--- src/rtl/button_conditioner.sv ---
// button_conditioner: N independent push-button conditioners sharing one clock.
// Per channel: 2-FF synchroniser -> debounce filter -> press/release pulses,
// then a small FSM that produces a long-press pulse and optional auto-repeat.
//
// Ports:
//   clk_i      system clock, every register updates on the rising edge
//   rst_i      synchronous reset, active-high
//   button_i   raw asynchronous pins, one per channel
//   level_o    debounced level, 1 = pressed
//   press_o    1-cycle pulse on the cycle level_o rises
//   release_o  1-cycle pulse on the cycle level_o falls
//   hold_o     1-cycle pulse HOLD_CYC cycles after press_o while still pressed
//   repeat_o   1-cycle pulse every RPT_CYC cycles after hold_o while still pressed
//
// Latency: a clean pin edge reaches level_o/press_o/release_o after 2 + DB_CYC cycles.
// All outputs are registered; there is no combinational path from button_i.

module button_conditioner #(
    parameter int   CLK_FREQ    = 25_000_000,
    parameter int   N_CH        = 4,
    parameter int   DEBOUNCE_MS = 10,
    parameter int   HOLD_MS     = 1000,
    parameter int   REPEAT_MS   = 200,
    parameter logic ACTIVE_LOW  = 1'b0
) (
    input  logic            clk_i,
    input  logic            rst_i,
    input  logic [N_CH-1:0] button_i,
    output logic [N_CH-1:0] level_o,
    output logic [N_CH-1:0] press_o,
    output logic [N_CH-1:0] release_o,
    output logic [N_CH-1:0] hold_o,
    output logic [N_CH-1:0] repeat_o
);

    // Cycle counts are computed in 64 bits: CLK_FREQ * HOLD_MS overflows 32 bits
    // for realistic clock rates before the division by 1000.
    localparam longint DB_CYC_L   = (longint'(CLK_FREQ) * longint'(DEBOUNCE_MS)) / 1000;
    localparam longint HOLD_CYC_L = (longint'(CLK_FREQ) * longint'(HOLD_MS)) / 1000;
    localparam longint RPT_CYC_L  = (longint'(CLK_FREQ) * longint'(REPEAT_MS)) / 1000;

    localparam int DB_CYC   = int'(DB_CYC_L);
    localparam int HOLD_CYC = int'(HOLD_CYC_L);
    localparam int RPT_CYC  = int'(RPT_CYC_L);

    // Clamped copies keep counter widths legal while the elaboration check fires.
    localparam int DB_CYC_S   = (DB_CYC < 1) ? 1 : DB_CYC;
    localparam int HOLD_CYC_S = (HOLD_CYC < 1) ? 1 : HOLD_CYC;
    localparam int RPT_CYC_S  = (RPT_CYC < 0) ? 0 : RPT_CYC;
    localparam int MAX_CYC    = (HOLD_CYC_S > RPT_CYC_S) ? HOLD_CYC_S : RPT_CYC_S;

    localparam int DBW = $clog2(DB_CYC_S + 1);
    localparam int HW  = $clog2(MAX_CYC + 1);

    localparam logic [DBW-1:0] DB_LAST   = DBW'(DB_CYC_S - 1);
    localparam logic [HW-1:0]  HOLD_LAST = HW'(HOLD_CYC_S - 1);
    localparam logic [HW-1:0]  RPT_LAST  = HW'((RPT_CYC_S > 0) ? RPT_CYC_S - 1 : 0);
    localparam bit             RPT_EN    = (RPT_CYC_S > 0);

    if (DB_CYC < 1) begin : g_err_db
        $error("button_conditioner: DEBOUNCE_MS gives fewer than 1 clock cycle");
    end
    if (HOLD_CYC < 1) begin : g_err_hold
        $error("button_conditioner: HOLD_MS gives fewer than 1 clock cycle");
    end

    typedef enum logic [1:0] {
        ST_IDLE    = 2'd0,
        ST_PRESSED = 2'd1,
        ST_HELD    = 2'd2
    } state_e;

    for (genvar g = 0; g < N_CH; g++) begin : g_ch

        logic           pin_c;
        logic           sync1_q, sync2_q;
        logic [DBW-1:0] dcnt_q, dcnt_d;
        logic           level_q, level_d;
        logic           press_q, release_q;
        logic           differ, db_done, rise, fall;

        state_e         state_q;
        logic [HW-1:0]  hcnt_q;
        logic           hold_q, repeat_q;

        // Polarity is corrected before synchronising so everything downstream
        // works in "1 = pressed".
        assign pin_c = button_i[g] ^ ACTIVE_LOW;

        // The filter only counts while the synchronised value disagrees with the
        // current level; a single agreeing cycle throws the count away.
        assign differ  = (sync2_q != level_q);
        assign db_done = differ && (dcnt_q == DB_LAST);
        assign rise    = db_done &&  sync2_q;
        assign fall    = db_done && !sync2_q;

        always_comb begin
            dcnt_d  = dcnt_q;
            level_d = level_q;
            if (!differ) begin
                dcnt_d = '0;
            end else if (db_done) begin
                dcnt_d  = '0;
                level_d = sync2_q;
            end else begin
                dcnt_d = dcnt_q + 1'b1;
            end
        end

        always_ff @(posedge clk_i) begin
            if (rst_i) begin
                sync1_q   <= 1'b0;
                sync2_q   <= 1'b0;
                dcnt_q    <= '0;
                level_q   <= 1'b0;
                press_q   <= 1'b0;
                release_q <= 1'b0;
            end else begin
                sync1_q   <= pin_c;
                sync2_q   <= sync1_q;
                dcnt_q    <= dcnt_d;
                level_q   <= level_d;
                press_q   <= rise;
                release_q <= fall;
            end
        end

        // Hold / repeat FSM. It reacts to the same-edge rise/fall of the
        // filter, so hcnt starts counting on the cycle press_o is visible and a
        // release on the edge a hold/repeat is due suppresses that pulse.
        always_ff @(posedge clk_i) begin
            if (rst_i) begin
                state_q  <= ST_IDLE;
                hcnt_q   <= '0;
                hold_q   <= 1'b0;
                repeat_q <= 1'b0;
            end else begin
                hold_q   <= 1'b0;
                repeat_q <= 1'b0;
                case (state_q)
                    ST_IDLE: begin
                        if (rise) begin
                            hcnt_q  <= '0;
                            state_q <= ST_PRESSED;
                        end
                    end
                    ST_PRESSED: begin
                        if (fall) begin
                            hcnt_q  <= '0;
                            state_q <= ST_IDLE;
                        end else if (hcnt_q == HOLD_LAST) begin
                            hold_q  <= 1'b1;
                            hcnt_q  <= '0;
                            state_q <= ST_HELD;
                        end else begin
                            hcnt_q <= hcnt_q + 1'b1;
                        end
                    end
                    ST_HELD: begin
                        if (fall) begin
                            hcnt_q  <= '0;
                            state_q <= ST_IDLE;
                        end else if (RPT_EN) begin
                            if (hcnt_q == RPT_LAST) begin
                                repeat_q <= 1'b1;
                                hcnt_q   <= '0;
                            end else begin
                                hcnt_q <= hcnt_q + 1'b1;
                            end
                        end else begin
                            // Repeat disabled: counter parks until release.
                            hcnt_q <= hcnt_q;
                        end
                    end
                    default: begin
                        hcnt_q  <= '0;
                        state_q <= ST_IDLE;
                    end
                endcase
            end
        end

        assign level_o[g]   = level_q;
        assign press_o[g]   = press_q;
        assign release_o[g] = release_q;
        assign hold_o[g]    = hold_q;
        assign repeat_o[g]  = repeat_q;
    end

endmodule
--- config.mk ---
export PLATFORM = sky130hd
export DESIGN_NAME = button_conditioner
export DESIGN_NICKNAME = d
export VERILOG_FILES = /design/src/rtl/button_conditioner.sv
export SDC_FILE = /design/constraint.sdc
export NUM_CORES = 1
export LEC_CHECK = 0
export ABC_AREA = 1
export ABC_CLOCK_PERIOD_IN_PS = 3200
export CELL_PAD_IN_SITES_DETAIL_PLACEMENT = 2
export CELL_PAD_IN_SITES_GLOBAL_PLACEMENT = 2
export CORE_MARGIN = 3
export CORE_UTILIZATION = 38
export DETAILED_ROUTE_END_ITERATION = 12
export HOLD_SLACK_MARGIN = 0.08
export PLACE_DENSITY_LB_ADDON = 0.1
export SETUP_SLACK_MARGIN = 0.3
export SLEW_MARGIN = 20
export SYNTH_ARGS = -nofsm -noshare
export SYNTH_HDL_FRONTEND = slang
export SYNTH_SLANG_ARGS = --single-unit
--- constraint.sdc ---
create_clock -name clk_i -period 3.2 [get_ports clk_i]
set_clock_uncertainty 0.2 [all_clocks]
set_input_delay 0.48 -clock clk_i [delete_from_list [all_inputs] [get_ports clk_i]]
set_output_delay 0.48 -clock clk_i [all_outputs]
set_load 0.05 [all_outputs]
* After elaboration in Yosys (flattened, before gate mapping)
Cells that the tools add are included.
** Word-level totals
- Flip-flop bits (word level) :: 208
- Input bits :: 6
- Output and inout bits :: 20
** Operators by class
- Add/sub/neg operators :: 8
- Equal/unequal tests :: 36
- Mux-type cells :: 52
- Bitwise logic cells :: 12
- Reduce and logical (&&, ||, !) cells :: 40
** Operators by type and width (count)
- 25-bit two-way mux :: 20
- 25-bit one-hot mux with 3 select lines :: 4
- 25-bit by 1-bit adder with 25-bit output, second input constant :: 4
- 25-bit by 23-bit == test with 1-bit output, second input constant :: 4
- 25-bit == test, second input constant :: 4
- 18-bit by 1-bit adder with 18-bit output, second input constant :: 4
- 18-bit == test, second input constant :: 4
- 3-bit OR reduction :: 12
- 2-bit two-way mux :: 16
- 2-bit one-hot mux with 3 select lines :: 4
- 2-bit inequality test, second input constant :: 8
- 1-bit logical AND :: 12
- 3-bit inequality test, second input constant :: 4
- 1-bit inverter :: 12
- 3-bit AND reduction :: 4
- 2-bit by 1-bit == test with 1-bit output, second input constant :: 4
- 2-bit == test, second input constant :: 4
- 2-bit zero test :: 4
- 1-bit two-way mux :: 8
- 2-bit AND reduction :: 4
- 1-bit zero test :: 4
- 1-bit inequality test :: 4

* Longest topological paths before layout
- Depth after elaboration :: 5
- Gate-level depth with buffers :: 12
- Mapped depth without buffers :: 12

* Least setup slack after synthesis
Ideal clock, no wire load.
- Path type :: reg2reg
- Start point :: reg g_ch[1].hcnt_q[1]
- End point :: reg g_ch[1].hcnt_q[16]
- Arrival :: 1501 ps
- Path slack :: 1367 ps
- Stages on the path, launching flop included :: 12
- Path buffers :: 1
- Cells stage by stage :: dfxtp_1 -> ha_1 -> nand2_2 -> nor2_4 -> nand3_2 -> nor2_4 -> nand3_2 -> nand3_2 -> nand2_4 -> buf_6 -> nand2_1 -> a21oi_1
** On the way
- Word-level cells in the longest chain between the ends :: 4
** RTL lines
- start: declaration :: RTL line 83 : logic [HW-1:0] hcnt_q;
- start signal: assignment :: RTL line 156 : hcnt_q <= hcnt_q + 1'b1;
- start signal: assignment :: RTL line 168 : hcnt_q <= hcnt_q + 1'b1;
- start signal: assignment :: RTL line 172 : hcnt_q <= hcnt_q;
- 25-bit by 1-bit adder with 25-bit output (tied with other cells) :: RTL line 156, 168
- 25-bit two-way mux, on equally long branches :: RTL line 164, 151
- 25-bit two-way mux, on equally long branches :: RTL line 160, 148
- 25-bit one-hot mux with 3 select lines * :: RTL line 140 : case (state_q)
Mark *: on every way between the ends. The rest lies on a longest branch, timed or not.
A chain may end at the register's enable or synchronous reset.

* Worst setup path after layout
- Start point :: reg g_ch[2].level_q
- End point :: out level_o[2]
** RTL lines
- start: declaration :: RTL line 78 : logic level_q, level_d;
- start signal: assignment :: RTL line 122 : level_q <= level_d;
- end: declaration :: RTL line 29 : output logic [N_CH-1:0] level_o,
No word-level cell between the ends.

==> insert_results.sql <==
INSERT INTO impl_metrics (metric_group, metric, value, unit) VALUES
('run_status', 'outcome', 'finished, final reports clean', ''),
('final_layout', 'finalNetCount', '1899', ''),
('clock_network', 'cts_post_setup_buffers_inserted', '0', ''),
('clock_network', 'worstSkewPairLatency', '530', 'ps'),
('synth', 'synth_compound_gate_area_share', '7.12', '%'),
('critical_path', 'crit_path_slowest_cell', 'sky130_fd_sc_hd__clkdlybuf4s50_1', ''),
('clock_network', 'cts_resized', '0', ''),
('global_route', 'antenna_found_initial', '0', ''),
('global_route', 'first_global_vias', '13100', ''),
('power', 'vdd_ir_max', '0.345', 'mV'),
('synth', 'seq_area_frac_synth', '34.5', '%'),
('critical_path', 'cp_slowest_stage_delay', '860', 'ps'),
('worst_hold_path', 'worstHoldStart', 'g_ch[3].sync1_q$_SDFF_PP0_', ''),
('detailed_routing', 'number_of_vias_per_cell_after_detailed_routing', '5.15', ''),
('placed_design', 'port-buffer-count', '25', ''),
('critical_path', 'worst_ep_arrival_time', '1830', 'ps'),
('synth', 'post_synth_instance_area', '12100', 'sq um'),
('timing', 'timing.setup.tns', '0', 'ps'),
('critical_path', 'chain_of_cells_forming_the_critical_path', 'clkdlybuf4s50_1', ''),
('critical_path', 'timing.critical_path.to', 'level_o[2]', ''),
('detailed_routing', 'detail_route.wl_per_cell', '16.6', 'um'),
('power', 'cellPowerDensity', '431', 'nW/um^2'),
('timing', 'timing_hold_violations_final', '0', ''),
('timing', 'worst-slew-pin-transition', '897', 'ps'),
('synth', 'synthCells', '1877', ''),
('worst_hold_path', 'hold_path.class', 'register to register', ''),
('synth', 'post_synth_main_area_contributors', 'sky130_fd_sc_hd__dfxtp_1 34%, sky130_fd_sc_hd__nand2_1 16%, sky130_fd_sc_hd__nor2_1 10%, sky130_fd_sc_hd__inv_1 6.2%, sky130_fd_sc_hd__a21oi_1 5.5%', ''),
('critical_path', 'end_kind', 'primary output', ''),
('critical_path', 'cp.required', '2520', 'ps'),
('synth', 'synth_top_area_share', '34.5', '%'),
('clock_network', 'cts.sink_count', '208', ''),
('critical_path', 'startpoint', 'g_ch[2].level_q$_SDFFE_PP0P_', ''),
('flow_run', 'max_cap_violations', '0', ''),
('clock_network', 'root_buffer', 'sky130_fd_sc_hd__clkbuf_16', ''),
('floorplanning', 'die_area', '34000', 'sq um'),
('final_layout', 'antennaDiodeCount', '0', ''),
('synth', 'ys.warnings.count', '0', ''),
('synth', 'synthesis.area_per_instance', '6.44', 'sq um'),
('clock_network', 'postCtsHoldBufs', '1', ''),
('timing', 'relSlewSlack', '40.1', '%'),
('floorplanning', 'design.core.area', '31000', 'sq um'),
('clock_network', 'clkTransAtPathRegs', '60', 'ps'),
('global_route', 'gr-total-overflow', '0', ''),
('synth', 'xor_xnor_portion_of_the_synthesized_cell_area', '6.23', '%'),
('clock_network', 'cts_tree', 'yes', ''),
('timing', 'grt_setup_unrepaired', 'false', ''),
('synth', 'synth_fp_nets', '1903', ''),
('placed_design', 'dp.final_hpwl', '27000', 'um'),
('global_route', 'grtUsageTotal', '22.8', '%'),
('detailed_routing', 'detailroute.via_count', '11800', ''),
('timing', 'final.min_clock_period', '2510', 'ps'),
('floorplanning', 'core.rowCount', '64', ''),
('timing', 'slew_violations', '0', ''),
('critical_path', 'worst_case_register_to_register_setup_slack', '770', 'ps'),
('critical_path', 'worstPathMaxFanout', '4', ''),
('detailed_routing', 'drt-total-wl', '38100', 'um'),
('synth', 'yosys.area_share.adder', '2.07', '%'),
('critical_path', 'worst_setup_path_start_kind', 'register', ''),
('floorplanning', 'io-pin-count', '26', ''),
('critical_path', 'path_depth', '1', ''),
('timing', 'timing.final.setup_violations', '0', ''),
('synth', 'yosys_register_bits', '208', ''),
('synth', 'synth_cell_type_count', '37', ''),
('critical_path', 'timing_worst_setup_path_type', 'register to primary output', ''),
('synth', 'dominant_combinational_cell_family_by_area_after_synthesis', 'simple AND/OR/NAND/NOR gates', ''),
('power', 'power_leakage', '4.43', 'nW'),
('detailed_routing', 'number_of_search_and_repair_iterations_in_the_first_detailed_routing_pass', '4', ''),
('synth', 'synthSimpleGateAreaFrac', '40.0', '%'),
('detailed_routing', 'antenna_violating_nets_post_route', '0', ''),
('global_route', 'first_pass_grt_wire_length', '65400', 'um'),
('placed_design', 'placedInstanceArea', '12400', 'sq um');
synthesized netlist by cell type (all sizes together):
master  instances
nand4          34
dfxtp         208
a31o            2
ha             20
inv           208
nor2          361
or2             5
xnor2          20
clkbuf         14
o21a            3
a21o            2
nor3b           7
nand2         542
a31oi           1
o21bai          7
and2            6
nand3b          4
nand3         120
a211oi          1
a21oi         133
nor4            7
o21ai          14
nor3           41
xor2           66
buf            51
registers in the layout (all words and copies together) (netlist names):
signal          cells
g_ch.hcnt_q       100
g_ch.dcnt_q        72
g_ch.state_q        8
g_ch.hold_q         4
g_ch.level_q        4
g_ch.press_q        4
g_ch.release_q      4
g_ch.repeat_q       4
g_ch.sync1_q        4
g_ch.sync2_q        4
layer usage:
layer	vias to the layer above	global-route usage, %	wire, um
met5	-	0	0
met4	0	3.90	621
met3	37	2.29	633
met2	72	42.9	19100
met1	5822	28.5	17700
li1	5846	-	-
worst min-delay path by stage:
| stage | end | slack, ps | depth (start not counted) |
|---|---|---|---|
| 2_1_floorplan | g_ch[0].sync2_q$_SDFF_PP0_ | 190 | 2 |
| 3_3_place_gp | g_ch[1].sync2_q$_SDFF_PP0_ | 190 | 2 |
| 3_5_place_dp | g_ch[3].sync2_q$_SDFF_PP0_ | 200 | 2 |
| 4_1_cts | g_ch[3].sync2_q$_SDFF_PP0_ | 220 | 2 |
| 5_1_grt | g_ch[1].sync2_q$_SDFF_PP0_ | 240 | 2 |
| 6_report | g_ch[3].sync2_q$_SDFF_PP0_ | 210 | 2 |
report_power, final:
part / leakage (nW) / switching, W / internal [W] / total, W
logic: 2.32 / 0.0000564 / 0.0000175 / 0.0000738
clock network: 0.432 / 0.00119 / 0.00189 / 0.00308
registers: 1.68 / 0.00000488 / 0.00260 / 0.00260
kinds of logic (layout without fill, tap and decap cells):
group | count (synthesis) | after routing
AND/OR/NAND/NOR | 1127 | 1127
buffers and inverters | 273 | 286
flip-flops | 208 | 208
AO/OA/AOI/OAI | 163 | 163
XOR/XNOR | 86 | 86
adder cells (fa/ha/maj) | 20 | 20
layout make-up:
type	count	area (sq um)
clock buffer	36	759
inverter	208	781
fill	3860	17600
tap	396	495
sequential	208	4160
multi-input combinational	1396	6700
timing repair buffer	32	303
clock inverter	10	136
tightest hold or removal path, stage by stage, from the launching register on:
cell,delay [ps]
sky130_fd_sc_hd__dfxtp_1,300
sky130_fd_sc_hd__inv_1,40
sky130_fd_sc_hd__nor2_1,30
layout by cell type, fill, tap and decap left out, types with 2 or more instances in the layout:
| cell type | Yosys | routed |
|---|---|---|
| sky130_fd_sc_hd__nand3_2 | 11 | 11 |
| sky130_fd_sc_hd__nor4_1 | 7 | 7 |
| sky130_fd_sc_hd__or2_2 | 2 | 2 |
| sky130_fd_sc_hd__and2_1 | 6 | 6 |
| sky130_fd_sc_hd__dfxtp_1 | 208 | 208 |
| sky130_fd_sc_hd__xor2_1 | 66 | 66 |
| sky130_fd_sc_hd__nand4_1 | 34 | 34 |
| sky130_fd_sc_hd__a21o_1 | 2 | 2 |
| sky130_fd_sc_hd__nand3_1 | 109 | 109 |
| sky130_fd_sc_hd__a31o_2 | 2 | 2 |
| sky130_fd_sc_hd__ha_1 | 20 | 20 |
| sky130_fd_sc_hd__clkbuf_8 | 0 | 5 |
| sky130_fd_sc_hd__nor3_1 | 37 | 37 |
| sky130_fd_sc_hd__clkbuf_16 | 0 | 27 |
| sky130_fd_sc_hd__xnor2_1 | 20 | 20 |
| sky130_fd_sc_hd__nor3_2 | 4 | 4 |
| sky130_fd_sc_hd__clkinvlp_4 | 0 | 3 |
| sky130_fd_sc_hd__nand2_1 | 528 | 528 |
| sky130_fd_sc_hd__clkdlybuf4s50_1 | 0 | 24 |
| sky130_fd_sc_hd__a21oi_1 | 132 | 132 |
| sky130_fd_sc_hd__buf_4 | 22 | 7 |
| sky130_fd_sc_hd__nor2_4 | 4 | 4 |
| sky130_fd_sc_hd__inv_2 | 9 | 9 |
| sky130_fd_sc_hd__nor2_1 | 327 | 327 |
| sky130_fd_sc_hd__inv_1 | 199 | 199 |
| sky130_fd_sc_hd__bufinv_16 | 0 | 3 |
| sky130_fd_sc_hd__o21a_1 | 3 | 3 |
| sky130_fd_sc_hd__o21bai_1 | 7 | 7 |
| sky130_fd_sc_hd__clkinv_2 | 0 | 3 |
| sky130_fd_sc_hd__nor3b_1 | 7 | 7 |
| sky130_fd_sc_hd__nor2_2 | 30 | 30 |
| sky130_fd_sc_hd__nand3b_1 | 4 | 4 |
| sky130_fd_sc_hd__or2_0 | 3 | 3 |
| sky130_fd_sc_hd__o21ai_0 | 14 | 14 |
| sky130_fd_sc_hd__nand2_2 | 10 | 10 |
| sky130_fd_sc_hd__nand2_4 | 4 | 4 |
| sky130_fd_sc_hd__clkbuf_1 | 14 | 4 |
metrics by stage:
step                      instances  utilization, %  hold WS, ps  power (W)  worst slack [ps]
final                          2286            43.1          212    0.00575               688
after global routing           2286            43.1          237    0.00595               473
after CTS                      2286            43.1          216    0.00585               659
after detailed placement       2239            40.1          203    0.00273               801
after global placement         2239            40.1          192    0.00273               886
after floorplan                1877               -          188    0.00270              1370
(Power assumes the default switching activity.)
